`src/rtl/timer_pkg.sv`:
```
// timer_pkg -- definitions shared by the MM:SS stopwatch core.
//   timer_state_e : control FSM states (IDLE / RUN / PAUSE)
//   BCD_W         : width of one BCD digit
//   BCD_BLANK     : code the downstream seven-segment decoder shows as all segments off
//   *_MAX         : wrap value of each digit in the MM:SS chain
package timer_pkg;

  typedef enum logic [1:0] {
    ST_IDLE  = 2'd0,
    ST_RUN   = 2'd1,
    ST_PAUSE = 2'd2
  } timer_state_e;

  localparam int BCD_W = 4;
  localparam logic [BCD_W-1:0] BCD_BLANK = 4'hF;

  localparam int SEC_ONES_MAX = 9;
  localparam int SEC_TENS_MAX = 5;
  localparam int MIN_ONES_MAX = 9;
  localparam int MIN_TENS_MAX = 5;

endpackage

```
`src/rtl/bcd_digit_counter.sv`:
```
// bcd_digit_counter -- one decimal digit of the stopwatch chain.
// Counts 0..MAX on inc, wraps to 0 and asserts carry in the same cycle, so
// chained instances ripple combinationally and all digits update on one edge.
//   clk, rst_n : clock, synchronous active-low reset
//   clr        : synchronous clear to 0, overrides inc
//   inc        : advance by one this cycle
//   digit      : registered digit value (0..MAX)
//   carry      : inc & (digit == MAX), feeds inc of the next digit
module bcd_digit_counter import timer_pkg::*; #(
  parameter int MAX = 9
) (
  input  logic             clk,
  input  logic             rst_n,
  input  logic             clr,
  input  logic             inc,
  output logic [BCD_W-1:0] digit,
  output logic             carry
);

  localparam logic [BCD_W-1:0] MAX_V = BCD_W'(MAX);

  logic [BCD_W-1:0] digit_q, digit_d;

  always_comb begin
    digit_d = digit_q;
    if (clr)      digit_d = '0;
    else if (inc) digit_d = (digit_q == MAX_V) ? '0 : digit_q + 1'b1;
  end

  always_ff @(posedge clk) begin
    if (!rst_n) digit_q <= '0;
    else        digit_q <= digit_d;
  end

  assign digit = digit_q;
  assign carry = inc & (digit_q == MAX_V);

endmodule

```
`src/rtl/timer_bcd_counter.sv`:
```
// timer_bcd_counter -- MM:SS stopwatch core (00:00 .. 59:59).
// A prescaler divides clk to a one-per-second tick while RUN; the tick drives
// a four-digit BCD chain. A start/stop/clear FSM (IDLE/RUN/PAUSE) gates it.
//   TICKS_PER_SEC : clk cycles per counted second (>= 2)
//   clk, rst_n    : clock, synchronous active-low reset
//   start_stop    : level, acted on at its rising edge (toggles run/pause)
//   clear         : level, while high forces IDLE and zeroes the count
//   sec_ones/sec_tens/min_ones/min_tens : registered BCD digits
//   running       : high while in RUN
//   rollover      : one-cycle pulse on the 59:59 -> 00:00 wrap
// Build option: define TIMER_BLANK_ZERO_EN to show min_tens as BCD_BLANK
// whenever its value is 0 (leading-zero blanking on the display).
module timer_bcd_counter import timer_pkg::*; #(
  parameter int TICKS_PER_SEC = 50_000_000
) (
  input  logic             clk,
  input  logic             rst_n,
  input  logic             start_stop,
  input  logic             clear,
  output logic [BCD_W-1:0] sec_ones,
  output logic [BCD_W-1:0] sec_tens,
  output logic [BCD_W-1:0] min_ones,
  output logic [BCD_W-1:0] min_tens,
  output logic             running,
  output logic             rollover
);

  localparam int NUM_DIG = 4;
  localparam int PW      = (TICKS_PER_SEC > 2) ? $clog2(TICKS_PER_SEC) : 1;
  localparam logic [PW-1:0] PRESC_LAST = PW'(TICKS_PER_SEC - 1);

  timer_state_e state_q, state_d;
  logic [PW-1:0] presc_q, presc_d;
  logic          ss_q;
  logic          arm_q;
  logic          running_q;
  logic          rollover_q;
  logic          ss_rise;
  logic          tick;

  logic [NUM_DIG-1:0]            inc_v;
  logic [NUM_DIG-1:0]            carry_v;
  logic [NUM_DIG-1:0][BCD_W-1:0] dig_v;

  // arm_q stays low after reset until start_stop is seen low, so a button
  // held through reset does not start the timer on release.
  assign ss_rise = start_stop & ~ss_q & arm_q;
  assign tick    = (state_q == ST_RUN) && (presc_q == PRESC_LAST);

  always_comb begin
    state_d = state_q;
    presc_d = presc_q;
    unique case (state_q)
      ST_IDLE: begin
        presc_d = '0;
        if (ss_rise) state_d = ST_RUN;
      end
      ST_RUN: begin
        presc_d = tick ? '0 : presc_q + 1'b1;
        if (ss_rise) state_d = ST_PAUSE;
      end
      ST_PAUSE: begin
        // prescaler holds, so resume keeps the partial second
        if (ss_rise) state_d = ST_RUN;
      end
      default: begin
        state_d = ST_IDLE;
        presc_d = '0;
      end
    endcase
    if (clear) begin
      state_d = ST_IDLE;
      presc_d = '0;
    end
  end

  always_ff @(posedge clk) begin
    if (!rst_n) begin
      state_q    <= ST_IDLE;
      presc_q    <= '0;
      ss_q       <= 1'b0;
      arm_q      <= 1'b0;
      running_q  <= 1'b0;
      rollover_q <= 1'b0;
    end else begin
      state_q    <= state_d;
      presc_q    <= presc_d;
      ss_q       <= start_stop;
      arm_q      <= arm_q | ~start_stop;
      running_q  <= (state_d == ST_RUN);
      // carry out of min_tens only happens on the 59:59 increment
      rollover_q <= carry_v[NUM_DIG-1];
    end
  end

  // clear wins over a tick landing in the same cycle
  assign inc_v[0] = tick & ~clear;

  for (genvar i = 0; i < NUM_DIG; i++) begin : g_dig
    localparam int MAX_I = (i == 0) ? SEC_ONES_MAX :
                           (i == 1) ? SEC_TENS_MAX :
                           (i == 2) ? MIN_ONES_MAX : MIN_TENS_MAX;
    bcd_digit_counter #(.MAX(MAX_I)) u_dig (
      .clk  (clk),
      .rst_n(rst_n),
      .clr  (clear),
      .inc  (inc_v[i]),
      .digit(dig_v[i]),
      .carry(carry_v[i])
    );
    if (i < NUM_DIG - 1) begin : g_chain
      assign inc_v[i+1] = carry_v[i];
    end
  end

  assign sec_ones = dig_v[0];
  assign sec_tens = dig_v[1];
  assign min_ones = dig_v[2];
`ifdef TIMER_BLANK_ZERO_EN
  // decode straight off the digit register: no input path, no extra cycle
  assign min_tens = (dig_v[3] == '0) ? BCD_BLANK : dig_v[3];
`else
  assign min_tens = dig_v[3];
`endif
  assign running  = running_q;
  assign rollover = rollover_q;

endmodule

```
`config.mk`:
```
export PLATFORM = sky130hd
export DESIGN_NAME = timer_bcd_counter
export DESIGN_NICKNAME = d
export VERILOG_FILES = /design/src/rtl/timer_pkg.sv /design/src/rtl/bcd_digit_counter.sv /design/src/rtl/timer_bcd_counter.sv
export SDC_FILE = /design/constraint.sdc
export NUM_CORES = 1
export LEC_CHECK = 0
export CAP_MARGIN = 10
export CORE_MARGIN = 4
export CORE_UTILIZATION = 59
export CTS_BUF_LIST = sky130_fd_sc_hd__clkbuf_8
export DETAILED_ROUTE_END_ITERATION = 8
export HOLD_SLACK_MARGIN = 0.12
export PLACE_DENSITY = 0.86
export SYNTH_ARGS = -nofsm -noshare
export SYNTH_HDL_FRONTEND = slang
export SYNTH_SLANG_ARGS = --single-unit
```
`constraint.sdc`:
```
create_clock -name clk -period 2.62 [get_ports clk]
set_clock_uncertainty 0.15 [all_clocks]
set_input_delay 0.655 -clock clk [delete_from_list [all_inputs] [get_ports clk]]
set_output_delay 0.655 -clock clk [all_outputs]
set_load 0.01 [all_outputs]
```
Yosys cells after proc, flatten, opt, wreduce, memory -nomap -nowiden

Cells that the tools add are included.
W data, S select, Z words.

Bits in registers: 48
Input bits: 4
Output and inout port bits: 18
Logic and storage cells: 49

$add $sub $neg: 5
Equal/unequal tests: 8
Muxes and demuxes: 10
Bitwise gates (word level): 12
Reduce and logical (&&, ||, !) cells: 4

Operators with widths:

| kind                    | number |
|---|---|
| $pmux W26 S2            | 1 |
| $add A26 B1 Y26 const B | 1 |
| $eq A26 B26 Y1 const B  | 1 |
| $mux W26                | 1 |
| $add A4 B1 Y4 const B   | 4 |
| $mux W4                 | 4 |
| $eq A4 B3 Y1 const B    | 2 |
| $eq A4 B4 Y1 const B    | 2 |
| $and A1 B1 Y1           | 7 |
| $mux W2                 | 3 |
| $eq A2 B1 Y1 const B    | 2 |
| $not A1 Y1              | 4 |
| $pmux W2 S2             | 1 |
| $reduce_or A2 Y1        | 2 |
| $eq A2 B2 Y1 const B    | 1 |
| $logic_not A2 Y1        | 1 |
| $logic_and A1 B1 Y1     | 1 |
| $or A1 B1 Y1            | 1 |

Longest topological paths before layout

Gate-level depths: netlist of run 1.

Word-level depth: 7
Depth in mapped cells: 8
Mapped depth without buffers: 6

Hierarchy

A second synthesis of run 1 with hierarchy kept.

Cell total of the unflattened synthesis: 261
Area total of the unflattened synthesis: 2332.2 um^2

By module, submodules not included:

| module                                 | times used | cells each | area each (um^2) | seq. area each (um^2) |
|---|---|---|---|---|
| timer_bcd_counter                      | 1          | 179        | 1591.5           | 640.6 |
| bcd_digit_counter (g_dig[0].u_dig ...) | 2          | 21         | 187.7            | 80.1 |
| bcd_digit_counter (g_dig[1].u_dig ...) | 2          | 20         | 182.7            | 80.1 |

Worst setup path before layout of run 1

No wires, ideal clock.

Path type: register to register
Start: reg presc_q[0]
End: reg g_dig[3].u_dig.digit_q[2]
Setup time: 70 ps
Data arrival time: 2138 ps
Required time: 2400 ps
Path slack: 262 ps
Cell stages (with the launch flop): 8
Buffers on the path: 1
Clock period less this slack: 2358 ps
Cell sequence: dfxtp_1 ha_1 and4_4 nand4_4 or4_1 buf_2 or3b_1 a21oi_1

Word-level cells in the longest chain between the ends: 6

Ends and longest elaborated chain:

| element                    | RTL line                | text |
|---|---|---|
| from (decl)                | timer_bcd_counter.sv:33 | `logic [PW-1:0] presc_q, presc_d;` |
| from (signal assigned)     | timer_bcd_counter.sv:87 | `presc_q <= presc_d;` |
| $eq A26 B26 Y1             | timer_bcd_counter.sv:48 | `assign tick = (state_q == ST_RUN) && (presc_q == PRESC_LAST);` |
| $logic_and A1 B1 Y1        | timer_bcd_counter.sv:48 |  |
| $and A1 B1 Y1              | timer_bcd_counter.sv:97 | `assign inc_v[0] = tick & ~clear;` |
| $and A1 B1 Y1 (3 in a row) | bcd_digit_counter.sv:36 | `assign carry = inc & (digit_q == MAX_V);` |
| to (signal assigned)       | bcd_digit_counter.sv:32 | `else digit_q <= digit_d;` |
| to (decl)                  | bcd_digit_counter.sv:22 | `logic [BCD_W-1:0] digit_q, digit_d;` |

No other way between the ends.
A chain may end at the register's enable or synchronous reset.

Worst setup path in the final report of run 1

Start: in clear
End: reg g_dig[3].u_dig.digit_q[3]

Word-level cells in the longest chain between the ends: 5
Elaborated cells between the ends (all ways): 6
Classes of those cells: 5 x bitwise; 1 x reduce/logical

Ends and longest elaborated chain:

| element                    | RTL line                | text |
|---|---|---|
| from (decl)                | timer_bcd_counter.sv:19 | `input logic clear,` |
| $not A1 Y1                 | timer_bcd_counter.sv:97 |  |
| $and A1 B1 Y1              | timer_bcd_counter.sv:97 |  |
| $and A1 B1 Y1 (3 in a row) | bcd_digit_counter.sv:36 |  |

Several ways; a longest one is shown, not always the timed one.

==> run_results.csv, run 1 <==
group,metric,value,unit
status,status,"finished, final reports clean",
power,p_comb_share,2.3,%
timing,fin_crit_sh,93.5,%
worst_setup_path,critical_path.top_delay_family,"simple AND/OR/NAND/NOR gates",
yosys,ys_top_cells_by_count,"dfxtp_1, nor2_1, nand2_1",
timing,worst_slew_pin_slew,720,ps
clock_network,cts_tree,"built",
clock_network,cts_setup_buffers,0,
final_layout,multi_input_area,1340,sq um
job,maxCapViolCount,0,
yosys,synth_top_family_by_area,"simple AND/OR/NAND/NOR gates",
final_layout,drive_gt1_share,11.2,%
yosys,synth_area_leader_cell,"dfxtp_1",
clock_network,cts_resized,0,
floorplan,die_h,71.7,microns
floorplan,ioPinCount,22,
yosys,synth_enable_flop_cells,0,
power,ir_drop,0.000266,V
clock_network,clockRootBuffer,"clkbuf_8",
route,first_pass_iters,4,
yosys,async_reset_ff_share,0,%
yosys,ys_ff_latch,48,
worst_setup_path,crit_fanout,3,
power,p_sw_share,20.3,%
yosys,ys_seq_area_share,40.1,%
timing,period_needed,2450,ps
power,power.switching,0.000261,W
yosys,yosys.area.top_type_share,40.1,%
yosys,post-synth-top-count-cell,"dfxtp_1",
route,initialDrtViolationCount,133,
timing,worst_hold_slack,319,ps
route,drc,0,
clock_network,clock_latency,300,ps
worst_setup_path,cpMaxStageDelayCell,"or4_1",
route,detail_route.wirelength,5140,microns
place,placed_area,2720,sq um
worst_setup_path,end_kind,"flop",
clock_network,numCtsBuffers,5,
clock_network,cts_sinks,48,
timing,finalSetupViolCount,0,
timing,hold_viol_final,0,
timing,max_freq,408,MHz
route,vias_per_cell,5.84,
floorplan,core,3800,sq um
worst_setup_path,cp.arrival,2530,ps
worst_setup_path,rr_worst_depth,5,
final_layout,area_growth,18.3,%
final_layout,diodes,0,
yosys,yosysUniqueCellTypes,53,
route,avgRoutedWirePerCell,13.9,microns
clock_network,cts_hold_buf,0,
global_routing,track_usage,21.6,%
worst_setup_path,crit_cells,6,
timing,maxSlewHeadroom,51.5,%
yosys,synth-xor-area-share,4.39,%
global_routing,grt_pass1_wl,9070,microns
clock_network,h-tree-depth,2,
yosys,synth_area,2400,sq um
final_layout,register_area,961,sq um
place,hpwl,3700,microns
place,gp_congestion,0.858,
power,totalPowerFinal,0.00129,W
timing,layout_setup_ws,170,ps
timing,slew_violations,0,
global_routing,grt_pass1_vias,1994,
yosys,syn-mean-instance-area,8.21,sq um
worst_setup_path,cp_num_buf_inv,1,
worst_setup_path,critPathLaunchType,"input port",
yosys,synth_cells,292,
yosys,synth-main-ff-cell,"dfxtp_1",
yosys,synth_compound_area_share,16.8,%
yosys,ys_warn_count,0,
final_layout,final_area,2840,sq um
timing,rsz0062_at_grt,"no",
clock_network,clk_pin_slew_worst_paths,80,ps
floorplan,die_w,71.7,microns
power,seq_power_share,56.9,%
power,p_clk_share,40.8,%
floorplan,initial_core_util,63.1,%
clock_network,cts.path.max_buffers,2,
worst_setup_path,cp_slowest_stage_delay,470,ps
power,powerDensity,454,nW/um^2
floorplan,placementRows,22,
worst_setup_path,required,2700,ps
global_routing,grt_max_degree,22,
min_path,min_path_type,"flop to flop",
yosys,yosys.area_share.simple,32.4,%
floorplan,dieArea,5140,sq um
yosys,syn_nets,297,
power,power.internal,0.00103,W
final_layout,num-fill-cells,287,
worst_setup_path,path_class,"input port to flop",
route,vias,2162,
yosys,synthTopCellsByArea,"dfxtp_1, nor2_1, a21oi_1, nand3_1, nand2_1",
final_layout,nNetsFinal,326,
route,antenna_left,0,
yosys,synth_mux_area_share,1.67,%
global_routing,grt_overflow,0,
worst_setup_path,crit_chain,"clkdlybuf4s50_1 > nor4b_1 > nand4b_1 > or4_1 > or3_1 > a21oi_1",
min_path,whs_path_depth,2,
global_routing,antenna_found_initial,0,
place,io_buffers,21,
power,p_leak,0.915,nW
place,place_ws,-156,ps
yosys,synth_adder_area_share,0.522,%
[worst paths after layout]
| path | slack [ps] | start | to |
|---|---|---|---|
| setup / recovery | 170 | clear | g_dig[3].u_dig.digit[3] |
| hold / removal | 320 | arm_q | arm_q |
| setup reg to reg | 210 | presc_q[8] | g_dig[3].u_dig.digit[3] |
| hold reg to reg | 320 | arm_q | arm_q |
[layout by cell type (no fill, tap or decap), types with 3 or more instances in the layout]
master	count
dfxtp_1	48
nand4_1	11
nand2b_1	4
nor2_1	37
mux2i_1	4
buf_4	11
xor2_1	4
a31o_2	4
nand2_1	22
and3_1	4
inv_1	14
a21oi_1	21
or3_1	6
clkdlybuf4s50_1	21
nand3_1	20
nor3_1	4
or4_1	3
clkbuf_8	5
a31oi_1	6
nand4b_1	3
o211ai_1	3
a41oi_1	3
o21ai_0	11
nor2b_1	4
and4bb_2	3
and2_1	4
xnor2_1	8
[stage by stage]
stage / TNS, ps / utilization, % / instances
final: 0 / 74.6 / 370
after global routing: 0 / 74.6 / 370
after CTS: 0 / 74.6 / 370
after detailed placement: -492 / 71.7 / 362
after global placement: -141 / 71.7 / 362
after floorplan: 0 / - / 292
[area by class of cell]
type / instances / share of cell area [%]
Multi-Input combinational cell: 219 / 47.2
Sequential cell: 48 / 33.9
Timing Repair Buffer: 33 / 11.0
Clock buffer: 5 / 2.43
Tap cell: 48 / 2.12
Inverter: 14 / 1.85
Clock inverter: 3 / 1.50
[registers in the layout, indices dropped and copies added, names as in the netlist]
name,flops
running,1
ss_q,1
state_q,2
presc_q,26
g_dig.u_dig.digit,16
arm_q,1
rollover,1
[cells by family (layout without fill, tap and decap cells)]
group	Yosys count	after routing
simple gates	140	140
buf+inv	25	55
fa+ha+maj	1	1
mux	4	4
compound gates	62	62
flops	48	48
xor+xnor	12	12
[worst register-to-register path, delay by kind of cell, from the launching register on]
kind            cells  cell delay (ps)
compound gates      1              160
flops               1              370
simple gates        4             1660
[power by group through the flow]
stage	Combinational (W)	Sequential, W	Clock, W
after CTS	0.0000293	0.000733	0.000536
final	0.0000291	0.000733	0.000526
after detailed placement	0.0000291	0.000750	0
after global routing	0.0000324	0.000734	0.000574
after global placement	0.0000283	0.000750	0
after floorplan	0.0000149	0.000750	0
[routing by layer]
layer | GRT usage, % | vias up | wire length [microns]
met1 | 29.0 | 996 | 2420
met2 | 34.4 | 40 | 2410
met3 | 5.47 | 8 | 236
li1 | - | 1118 | -
met5 | 0 | - | 0
met4 | 6.26 | 0 | 78
Note: power is estimated with default switching activity, not from simulation.
==> run 2, diff against run 1 <==
--- a/config.mk
+++ b/config.mk
@@ -10,6 +10,7 @@
 export CORE_UTILIZATION = 59
 export CTS_BUF_LIST = sky130_fd_sc_hd__clkbuf_8
 export DETAILED_ROUTE_END_ITERATION = 8
+export GPL_TIMING_DRIVEN = 0
 export HOLD_SLACK_MARGIN = 0.12
 export PLACE_DENSITY = 0.86
 export SYNTH_ARGS = -nofsm -noshare
==> run 2 against run 1 <==
Combinational power down 5%. Non-clock buffer count down 2. First-iteration DRC count up 150%. Critical path depth up 1. Sequential power about the same. Count of clock-buffer cells in the layout unchanged. Largest cell class unchanged.
==> run_results.csv, run 2 (synthesis gave the netlist of run 1 again) <==
group,metric,value,unit
status,status,"finished, final reports clean",
route,drc,0,
global_routing,antenna_found_initial,0,
worst_setup_path,cpMaxStageDelayCell,"or4_1",
final_layout,drive_gt1_share,10.3,%
timing,worst_hold_slack,314,ps
clock_network,clock_latency,300,ps
timing,maxSlewHeadroom,53.3,%
clock_network,numCtsBuffers,5,
final_layout,num-fill-cells,290,
worst_setup_path,cp_num_buf_inv,1,
timing,hold_viol_final,0,
timing,layout_setup_ws,154,ps
place,dp.cells,361,
timing,finalSetupViolCount,0,
worst_setup_path,crit_cells,7,
final_layout,nNetsFinal,324,
min_path,min-delay-start,"arm_q",
global_routing,grt_pass1_vias,1963,
place,gp_congestion,0.900,
global_routing,grt_overflow,0,
min_path,min_path_type,"flop to flop",
worst_setup_path,crit_fanout,9,
clock_network,cts_sinks,48,
final_layout,final_area,2790,sq um
floorplan,dieArea,5140,sq um
floorplan,initial_core_util,63.1,%
route,avgRoutedWirePerCell,13.8,microns
final_layout,layout_common_cells,"dfxtp_1, nor2_1, nand2_1",
final_layout,final_cells,368,
floorplan,core,3800,sq um
route,initialDrtViolationCount,330,
place,hpwl,3560,microns
route,vias_per_cell,6.07,
final_layout,regMostFlops,"presc_q",
power,totalPowerFinal,0.00119,W
global_routing,grt_pass1_wl,8650,microns
timing,rsz0062_at_grt,"no",
power,powerDensity,427,nW/um^2
final_layout,diodes,0,
clock_network,clockRootBuffer,"clkbuf_8",
clock_network,cts_setup_buffers,0,
floorplan,die_w,71.7,microns
worst_setup_path,crit_chain,"ha_4 > and4_4 > nand4_4 > or4_1 > buf_2 > or3b_1 > a21oi_1",
timing,worst_slew_pin_slew,694,ps
worst_setup_path,crit_path_start,"presc_q[0]",
place,placed_area,2670,sq um
worst_setup_path,end_kind,"flop",
worst_setup_path,required,2700,ps
route,first_pass_iters,4,
worst_setup_path,reg2reg_from,"presc_q[0]",
floorplan,die_h,71.7,microns
worst_setup_path,rr_worst_depth,7,
place,place_ws,-481,ps
final_layout,area_growth,16.3,%
route,antenna_left,0,
job,maxCapViolCount,0,
final_layout,mostFrequentLayoutCell,"dfxtp_1",
clock_network,cts_tree,"built",
worst_setup_path,critPathLaunchType,"flop",
timing,period_needed,2470,ps
timing,slew_violations,0,
worst_setup_path,critical_path.top_delay_family,"simple AND/OR/NAND/NOR gates",
worst_setup_path,path_class,"flop to flop",
global_routing,track_usage,20.3,%
final_layout,largest_register_ffs,26,
route,vias,2233,
clock_network,clk_pin_slew_worst_paths,90,ps
worst_setup_path,cp_slowest_stage_delay,550,ps
timing,max_freq,405,MHz
floorplan,placementRows,22,
clock_network,cts.path.max_buffers,2,
route,detail_route.wirelength,5080,microns
min_path,whs_path_depth,2,
clock_network,h-tree-depth,2,
worst_setup_path,cp.arrival,2550,ps
global_routing,grt_max_degree,16,
floorplan,ioPinCount,22,
place,io_buffers,21,
power,p_leak,0.885,nW
power,ir_drop,0.000352,V
timing,fin_crit_sh,94.1,%
-- run 2: metal layers --
layer | up-vias | wire (microns) | part of all wire (%) | GRT usage [%]
met4 | 0 | 61 | 1.2 | 5.64
li1 | 1112 | - | - | -
met3 | 13 | 372 | 7.3 | 4.49
met2 | 85 | 2200 | 43 | 31.4
met1 | 1023 | 2450 | 48 | 28.4
met5 | - | 0 | 0 | 0
-- run 2: where the power goes --
part / total, W / switching (W) / leakage, nW / internal, W
Sequential: 0.000733 / 0.00000145 / 0.388 / 0.000732
Clock: 0.000429 / 0.000243 / 0.0455 / 0.000186
Combinational: 0.0000275 / 0.0000169 / 0.451 / 0.0000107
Total: 0.00119 / 0.000262 / 0.885 / 0.000928
-- run 2: worst paths after layout --
kind	endpoint	slack, ps
max reg2reg	g_dig[3].u_dig.digit[2]	150
max	g_dig[3].u_dig.digit[2]	150
min	arm_q	310
min reg2reg	arm_q	310
-- run 2: worst reg2reg max path, stage by stage (launching register included) --
cell	delay, ps
dfxtp_2	390
ha_4	200
and4_4	270
nand4_4	170
or4_1	560
buf_2	170
or3b_1	350
a21oi_1	140
-- run 2: per-stage QoR --
stage | utilization, % | TNS, ps
after global placement | 70.2 | -6110
after global routing | 73.4 | 0
after floorplan | - | 0
final | 73.4 | 0
after detailed placement | 70.2 | -6470
after CTS | 72.9 | 0
-- run 2: cell type report --
type | count | area, sq um | share of cell area (%)
plain buffers | 10 | 45.0 | 1.62
clock buffers | 5 | 68.8 | 2.47
clock inverters | 3 | 20.0 | 0.718
inverters | 14 | 52.6 | 1.89
multi-input cells | 219 | 1370 | 49.0
flip-flops and latches | 48 | 963 | 34.6
well taps | 48 | 60.1 | 2.15
repair buffers | 21 | 213 | 7.63
-- run 2: repair_timing --
item,in CTS,in global routing
pin swaps,0,1
endpoints found under the setup margin,15,19
resized for setup,5,5
hold buffers,0,0
cloned,0,0
endpoints found under the hold margin,0,0
